### src/rtl/sram_word_ctrl.sv
// sram_word_ctrl: moves one WORD_W-bit processor word to or from a narrow
// asynchronous SRAM as BEATS consecutive LANE_W-bit locations, most-significant
// lane first. Each beat holds the address for WAIT+1 clocks; writes add one
// hold clock with WE_n released so address and data stay valid past the strobe.
//
// state  | meaning
// IDLE   | waiting for mem_read/mem_write; request, address and data latched here
// ACCESS | strobes active for the current beat, wcnt counts 0..WAIT
// HOLD   | write only: WE_n released, address/data/CE_n kept for one clock
// DONE   | mem_ack high until the request is dropped
module sram_word_ctrl #(
  parameter int WORD_W  = 36,
  parameter int LANE_W  = 9,
  parameter int BEATS   = 4,
  parameter int ADDR_W  = 18,
  parameter int SRAM_DW = 16,
  parameter int WAIT    = 1,
  localparam int BEAT_BITS = (BEATS > 1) ? $clog2(BEATS) : 1
) (
  input  logic                        clk,
  input  logic                        reset,
  input  logic [ADDR_W-1:0]           mem_addr,
  input  logic [WORD_W-1:0]           mem_write_data,
  input  logic                        mem_read,
  input  logic                        mem_write,
  output logic [WORD_W-1:0]           mem_read_data,
  output logic                        mem_ack,
  output logic [ADDR_W+BEAT_BITS-1:0] sram_addr,
  output logic [SRAM_DW-1:0]          sram_data_out,
  input  logic [SRAM_DW-1:0]          sram_data_in,
  output logic                        sram_data_oe,
  output logic                        CE_n,
  output logic                        OE_n,
  output logic                        WE_n,
  output logic                        UB_n,
  output logic                        LB_n
);

  localparam logic [1:0] S_IDLE   = 2'd0;
  localparam logic [1:0] S_ACCESS = 2'd1;
  localparam logic [1:0] S_HOLD   = 2'd2;
  localparam logic [1:0] S_DONE   = 2'd3;

  localparam logic [3:0]           WAIT_C    = 4'(WAIT);
  localparam logic [BEAT_BITS-1:0] LAST_BEAT = BEAT_BITS'(BEATS - 1);
  // Lanes of 8 bits or less never touch the upper byte of the SRAM.
  localparam bit                   USE_UB    = (LANE_W > 8);

  logic [1:0]           state, state_nx;
  logic [BEAT_BITS-1:0] beat, beat_nx;
  logic [3:0]           wcnt, wcnt_nx;
  logic                 op_wr, op_wr_nx;
  logic [ADDR_W-1:0]    addr_q, addr_nx;
  logic [WORD_W-1:0]    wdata_q, wdata_nx;
  logic                 capture;
  logic [LANE_W-1:0]    lane_nx;
  logic                 act_nx;
  logic                 rd_strobe_nx;
  logic                 wr_strobe_nx;
  logic                 req;
  logic                 unused_in;

  assign req = mem_read | mem_write;

  // Only the low LANE_W bits of the SRAM bus carry data.
  assign unused_in = &{1'b0, sram_data_in};

  // Next-state, beat/wait sequencing and request latching.
  always_comb begin
    state_nx = state;
    beat_nx  = beat;
    wcnt_nx  = wcnt;
    op_wr_nx = op_wr;
    addr_nx  = addr_q;
    wdata_nx = wdata_q;
    capture  = 1'b0;
    case (state)
      S_IDLE: begin
        if (req) begin
          op_wr_nx = mem_write;
          addr_nx  = mem_addr;
          wdata_nx = mem_write_data;
          beat_nx  = '0;
          wcnt_nx  = '0;
          state_nx = S_ACCESS;
        end
      end
      S_ACCESS: begin
        if (wcnt == WAIT_C) begin
          wcnt_nx = '0;
          if (op_wr) begin
            state_nx = S_HOLD;
          end else begin
            capture = 1'b1;
            if (beat == LAST_BEAT) begin
              beat_nx  = '0;
              state_nx = S_DONE;
            end else begin
              beat_nx = beat + BEAT_BITS'(1);
            end
          end
        end else begin
          wcnt_nx = wcnt + 4'd1;
        end
      end
      S_HOLD: begin
        if (beat == LAST_BEAT) begin
          beat_nx  = '0;
          state_nx = S_DONE;
        end else begin
          beat_nx  = beat + BEAT_BITS'(1);
          state_nx = S_ACCESS;
        end
      end
      S_DONE: begin
        if (!req) begin
          state_nx = S_IDLE;
        end
      end
      default: begin
        state_nx = S_IDLE;
        beat_nx  = '0;
        wcnt_nx  = '0;
      end
    endcase
  end

  // Pick the write lane for the beat that will be on the bus next clock.
  always_comb begin
    lane_nx = '0;
    for (int k = 0; k < BEATS; k++) begin
      if (beat_nx == BEAT_BITS'(k)) begin
        lane_nx = wdata_nx[WORD_W-1-k*LANE_W -: LANE_W];
      end
    end
  end

  // Strobe intent for next clock; read and write strobes are mutually
  // exclusive because they key off the latched op.
  always_comb begin
    act_nx       = (state_nx == S_ACCESS) || (state_nx == S_HOLD);
    rd_strobe_nx = (state_nx == S_ACCESS) && !op_wr_nx;
    wr_strobe_nx = (state_nx == S_ACCESS) && op_wr_nx;
  end

  // Controller state and latched request.
  always_ff @(posedge clk) begin
    if (reset) begin
      state   <= S_IDLE;
      beat    <= '0;
      wcnt    <= '0;
      op_wr   <= 1'b0;
      addr_q  <= '0;
      wdata_q <= '0;
    end else begin
      state   <= state_nx;
      beat    <= beat_nx;
      wcnt    <= wcnt_nx;
      op_wr   <= op_wr_nx;
      addr_q  <= addr_nx;
      wdata_q <= wdata_nx;
    end
  end

  // Registered SRAM strobes, bus enable and processor acknowledge.
  always_ff @(posedge clk) begin
    if (reset) begin
      CE_n         <= 1'b1;
      OE_n         <= 1'b1;
      WE_n         <= 1'b1;
      UB_n         <= 1'b1;
      LB_n         <= 1'b1;
      sram_data_oe <= 1'b0;
      mem_ack      <= 1'b0;
    end else begin
      CE_n         <= !act_nx;
      OE_n         <= !rd_strobe_nx;
      WE_n         <= !wr_strobe_nx;
      LB_n         <= !act_nx;
      UB_n         <= USE_UB ? !act_nx : 1'b1;
      sram_data_oe <= act_nx && op_wr_nx;
      mem_ack      <= (state_nx == S_DONE);
    end
  end

  // Registered SRAM address and zero-extended write lane.
  always_ff @(posedge clk) begin
    if (reset) begin
      sram_addr     <= '0;
      sram_data_out <= '0;
    end else begin
      sram_addr     <= {addr_nx, beat_nx};
      sram_data_out <= (act_nx && op_wr_nx) ? SRAM_DW'(lane_nx) : '0;
    end
  end

  // Read lanes land in mem_read_data one beat at a time.
  always_ff @(posedge clk) begin
    if (reset) begin
      mem_read_data <= '0;
    end else if (capture) begin
      for (int k = 0; k < BEATS; k++) begin
        if (beat == BEAT_BITS'(k)) begin
          mem_read_data[WORD_W-1-k*LANE_W -: LANE_W] <= sram_data_in[LANE_W-1:0];
        end
      end
    end
  end

endmodule

### config.mk
export PLATFORM = sky130hd
export DESIGN_NAME = sram_word_ctrl
export DESIGN_NICKNAME = d
export VERILOG_FILES = /design/src/rtl/sram_word_ctrl.sv
export SDC_FILE = /design/constraint.sdc
export NUM_CORES = 1
export LEC_CHECK = 0
export BUFFER_PORTS_ARGS = -buffer_cell sky130_fd_sc_hd__buf_4
export CORE_UTILIZATION = 54
export DETAILED_ROUTE_END_ITERATION = 16
export PLACE_DENSITY = 0.94
export SYNTH_ARGS = -nofsm -noshare
export SYNTH_HDL_FRONTEND = slang
export SYNTH_SLANG_ARGS = --single-unit
### constraint.sdc
create_clock -name clk -period 3.6 [get_ports clk]
set_input_delay 0.72 -clock clk [delete_from_list [all_inputs] [get_ports clk]]
set_output_delay 0.72 -clock clk [all_outputs]
set_load 0.01 [all_outputs]
# After elaboration in Yosys (flattened, before gate mapping)
# Cells that the tools add are included.
[word_totals]
register_bits = 140
inputBits = 74
out_inout_bits = 79
elab_cells = 82
[classes]
add_sub_neg = 2
n_eq_ne = 14
muxes = 28
bitwise_logic = 2
reduce_logical = 18
[ops]
columns = ["operator", "n"]
rows = [
  ["two-way mux 36 bit", 2],
  ["two-way mux 18 bit", 2],
  ["two-way mux 9 bit", 4],
  ["two-way mux 2 bit", 10],
  ["equality test 2 bit, second input constant", 8],
  ["AND reduction 2 bit", 5],
  ["equality test 2 x 1 -> 1 bit, second input constant", 4],
  ["two-way mux 4 bit", 2],
  ["case mux 2 bit (4 select lines)", 1],
  ["case mux 4 bit (2 select lines)", 1],
  ["zero test 2 bit", 3],
  ["case mux 2 bit (3 select lines)", 1],
  ["two-way mux 1 bit", 5],
  ["adder 4 x 1 -> 4 bit, second input constant", 1],
  ["equality test 4 x 1 -> 1 bit, second input constant", 1],
  ["zero test 1 bit", 4],
  ["logical AND 1 bit", 3],
  ["adder 2 x 1 -> 2 bit, second input constant", 1],
  ["inequality test 2 bit, second input constant", 1],
  ["nonzero test 2 bit", 1],
  ["OR reduction 2 bit", 1],
  ["logical OR 1 bit", 1],
  ["inverter 1 bit", 1],
  ["OR 1 bit", 1],
]

# Depth between registers and ports, before layout
[depth]
depth_word = 10
mapped_depth = 12
depth_no_buf = 11

# Least setup slack after synthesis
# Ideal clock, no wire load.
[synth_timing]
path_kind = "input -> register"
from = "input port mem_read"
to = "register sram_data_out[0]"
setup_time_ps = 60
t_arrival_ps = 2308
required_ps = 3540
path_slack_ps = 1232
path_stages = 8
path_buffers = 0
path_cell_list = "nor3_1 a31oi_1 nor2_1 a31oi_1 ha_1 or2_2 nor3_2 a22o_1"
[synth_via]
elab_chain_cells = 8
elab_cells_between_ends = 24
cone_classes = "eq/ne: 5; mux: 13; bitwise: 2; reduce/logical: 4"
[synth_rtl]
columns = ["element", "line", "text"]
rows = [
  ["start: declaration", "24", "input logic mem_read,"],
  ["OR 1 bit *", "63", "assign req = mem_read | mem_write;"],
  ["two-way mux 2 bit (on tied branches)", "116, 79", ""],
  ["case mux 2 bit (4 select lines) *", "77", "case (state)"],
  ["net state_nx[0]", "49", "logic [1:0] state, state_nx;"],
  ["equality test 2 x 1 -> 1 bit / equality test 2 bit (equally long branches)", "141", "act_nx = (state_nx == S_ACCESS) || (state_nx == S_HOLD);"],
  ["logical OR 1 bit *", "141", ""],
  ["logical AND 1 bit *", "193", "sram_data_out <= (act_nx && op_wr_nx) ? SRAM_DW'(lane_nx) : '0;"],
  ["inverter 1 bit (no line) *", "n/a", ""],
  ["OR reduction 2 bit (no line) *", "n/a", ""],
  ["end signal: assignment", "193", ""],
  ["end: declaration", "29", "output logic [SRAM_DW-1:0] sram_data_out,"],
]
# Mark *: on every way through the listed nets, which the timed path passes. The rest lies on a longest branch.
# A chain may end at the register's enable or synchronous reset.

# Final worst setup path
[layout_timing]
from = "register wcnt[0]"
to = "register sram_data_out[0]"
[layout_via]
elab_chain_cells = 8
elab_cells_between_ends = 19
cone_classes = "eq/ne: 6; mux: 8; bitwise: 1; reduce/logical: 4"
[layout_rtl]
columns = ["element", "line", "text"]
rows = [
  ["start: declaration", "51", "logic [3:0] wcnt, wcnt_nx;"],
  ["start signal: assignment", "158", "wcnt <= wcnt_nx;"],
  ["equality test 4 x 1 -> 1 bit *", "89", "if (wcnt == WAIT_C) begin"],
  ["two-way mux 2 bit *", "89", ""],
  ["case mux 2 bit (4 select lines) *", "77", ""],
  ["net state_nx[0]", "49", ""],
  ["equality test 2 x 1 -> 1 bit / equality test 2 bit (equally long branches)", "141", ""],
  ["logical OR 1 bit *", "141", ""],
  ["logical AND 1 bit *", "193", ""],
  ["inverter 1 bit (no line) *", "n/a", ""],
  ["OR reduction 2 bit (no line) *", "n/a", ""],
]
# Marked as above.

==> out/results.txt <==
startpoint class of the critical path - flip-flop
RSZ-0062 raised after global routing - no
worst-margin pin slew - 1.125 ns
run status - finished clean
min-delay worst type - flip-flop to flip-flop
main flop type after synthesis - dfxtp_1
top cells by area, synth - dfxtp_1 (51%), mux2i_1 (12%), nand2_1 (6.7%)
Routed wire per std cell - 15.03 um
clock sink total - 113
top cell type's share of synthesized area - 50.80%
Synth async-reset ratio - 0%
Synth Cell Area - 4453 um2
vias in the first global route - 3637
port bufs - 138
Post-synth EDFFs - 0
core footprint - 7848 um2
CP Capture Type - flip-flop
Die ar. - 8614 um2
fin. max-slew vios - 0
Syn Area/Cell - 9.088 um2
Critical Path RT - 4.03 ns
H-tree depth - 4
DP Wirelength - 7053 um
Max Freq - 332.2 MHz
setup bufs post-CTS - 0
final period utilization - 83.62%
post-synth top area cell - dfxtp_1
Synth Instances - 490
fin worst setup slack - 0.5898 ns
Leak - 2.654 nW
Synth-to-Final Area Change - 35.49%
CP max stage cell - nor3_2
first-pass GRT wire length - 16940 um
DRC - 0
DRT Pass-1 Iters - 5
largest net degree at the start of global routing - 104
clock latency on the worst-skew pair - 0.50 ns
quantity of hold-fixing buffers added after cts - 0
ANT nets after route - 0
clk slew on worst S/H paths - 0.06 ns
# diodes - 0
CTS tree - yes
Vias/cell - 5.431
final hold vios - 0
DRT Wirelength - 10990 um
Syn. warnings - 0
Clock Path Buffers - 2
total track usage - 25.29%
count of cell types in the netlist - 38
Starting Density - 56.74%
CP max stage delay - 0.63 ns
die height - 92.81 um
Max VDD drop - 0.0003611 V
initial drt markers - 172
# rows - 32
setup violators final - 0
CTS root buf - clkbuf_8
Final nets - 698
layout cells sized above 1 - 29.09%
CTS Buf Count - 17
most common cell after layout, fill and taps aside - buf_4
data arrival time of the worst path - 3.44 ns
worst path cell trace - ha_1 -> nor3b_1 -> a31oi_1 -> nor2_1 -> a31oi_1 -> ha_1 -> or2_2 -> nor3_2 -> a22o_1
die width - 92.81 um
post-CTS resize count - 0
most frequent cells in the layout - buf_4 (141), dfxtp_1 (113), nand2_1 (79), a21oi_1 (59), mux2i_1 (55)
power per cell area - 543.8 nW/um2
relative slew slack - 24.62%
sequential cell area fraction in the yosys report - 50.80%
antenna violations before repair - 0
via count - 3970
Post-Place Setup Slack - 0.6341 ns
Worst Path Max Fanout - 9
Total Power - 3.281 mW
max-cap viol count - 0
gp weighted congestion - 0.8364
Clock Skew - 0.006790 ns
grt total ovfl - 0
I/O pin count - 153
Setup CP Type - flip-flop to flip-flop
FF+latch count, synth - 113
Final min period - 3.010 ns
Setup TNS - 0 ns
[report_power, final]
group / switching (mW) / internal, mW
clock network: 0.602 / 1.01
logic: 0.176 / 0.155
registers: 0.0276 / 1.31
[area by class of cell]
cell class	count	area (um2)
flip-flops and latches	113	2262
multi-input cells	337	1981
fillers	518	1814
repair buffers	141	1059
clock buffers	18	427.9
clock inverters	14	153.9
well taps	102	127.6
inverters	6	22.52
[through the flow]
step	util, %	cell area (um2)	std cells	hold WS, ns
2_1_floorplan	-	4476	496	0.4589
3_5_place_dp	69.47	5451	699	0.4485
6_report	76.88	6033	731	0.4549
3_3_place_gp	69.47	5451	699	0.4421
4_1_cts	76.88	6033	731	0.4524
5_1_grt	76.88	6033	731	0.4502
[Yosys cell counts, types with 2 or more instances]
library cell	count
nand3_1	37
a21oi_1	59
buf_2	5
inv_1	6
nor2_1	49
clkbuf_1	20
nand2_1	79
a31oi_1	2
ha_1	8
or2_2	3
nor2b_1	4
dfxtp_1	113
buf_4	11
mux2i_1	55
a22o_1	9
buf_6	2
nand3b_1	2
nor3_1	4
o21ai_0	3
[metal layers]
metal / wire, um / global-route usage, % / part of all wire (%) / up-vias
met5: 0 / 0 / 0 / -
met4: 223 / 10.77 / 2.0 / 0
met3: 904 / 7.800 / 8.2 / 25
met2: 5595 / 44.24 / 51 / 201
met1: 4262 / 28.22 / 39 / 1829
li1: - / - / - / 1915
[flip-flops by register name (all words and copies together), names as in the netlist, 2 cells and up]
register       cells
mem_read_data     36
wcnt               4
addr_q            18
sram_data_out      9
wdata_q           36
state              2
[final timing paths]
kind	slack (ns)	cells after the start	from	end
worst max-delay path	0.59	9	wcnt[0]	sram_data_out[0]
worst max register to register	0.59	9	wcnt[0]	sram_data_out[0]
worst min register to register	0.45	2	addr_q[6]	addr_q[6]
worst min-delay path	0.45	2	addr_q[6]	addr_q[6]
[worst max-delay path, delay by kind of cell, from the launching register on]
kind            cells  cell delay (ns)
compound gates      3             0.50
fa+ha+maj           2             0.50
flops               1             0.43
simple gates        4             1.51
[logic make-up after synthesis]
family	Yosys count	share of synthesized area, %
mux	55	12.36
buf+inv	46	5.647
flops	113	50.80
simple gates	186	18.29
other cells	1	0.08421
compound gates	81	10.56
fa+ha+maj	8	2.248
Power figures use the tool's default switching activity.
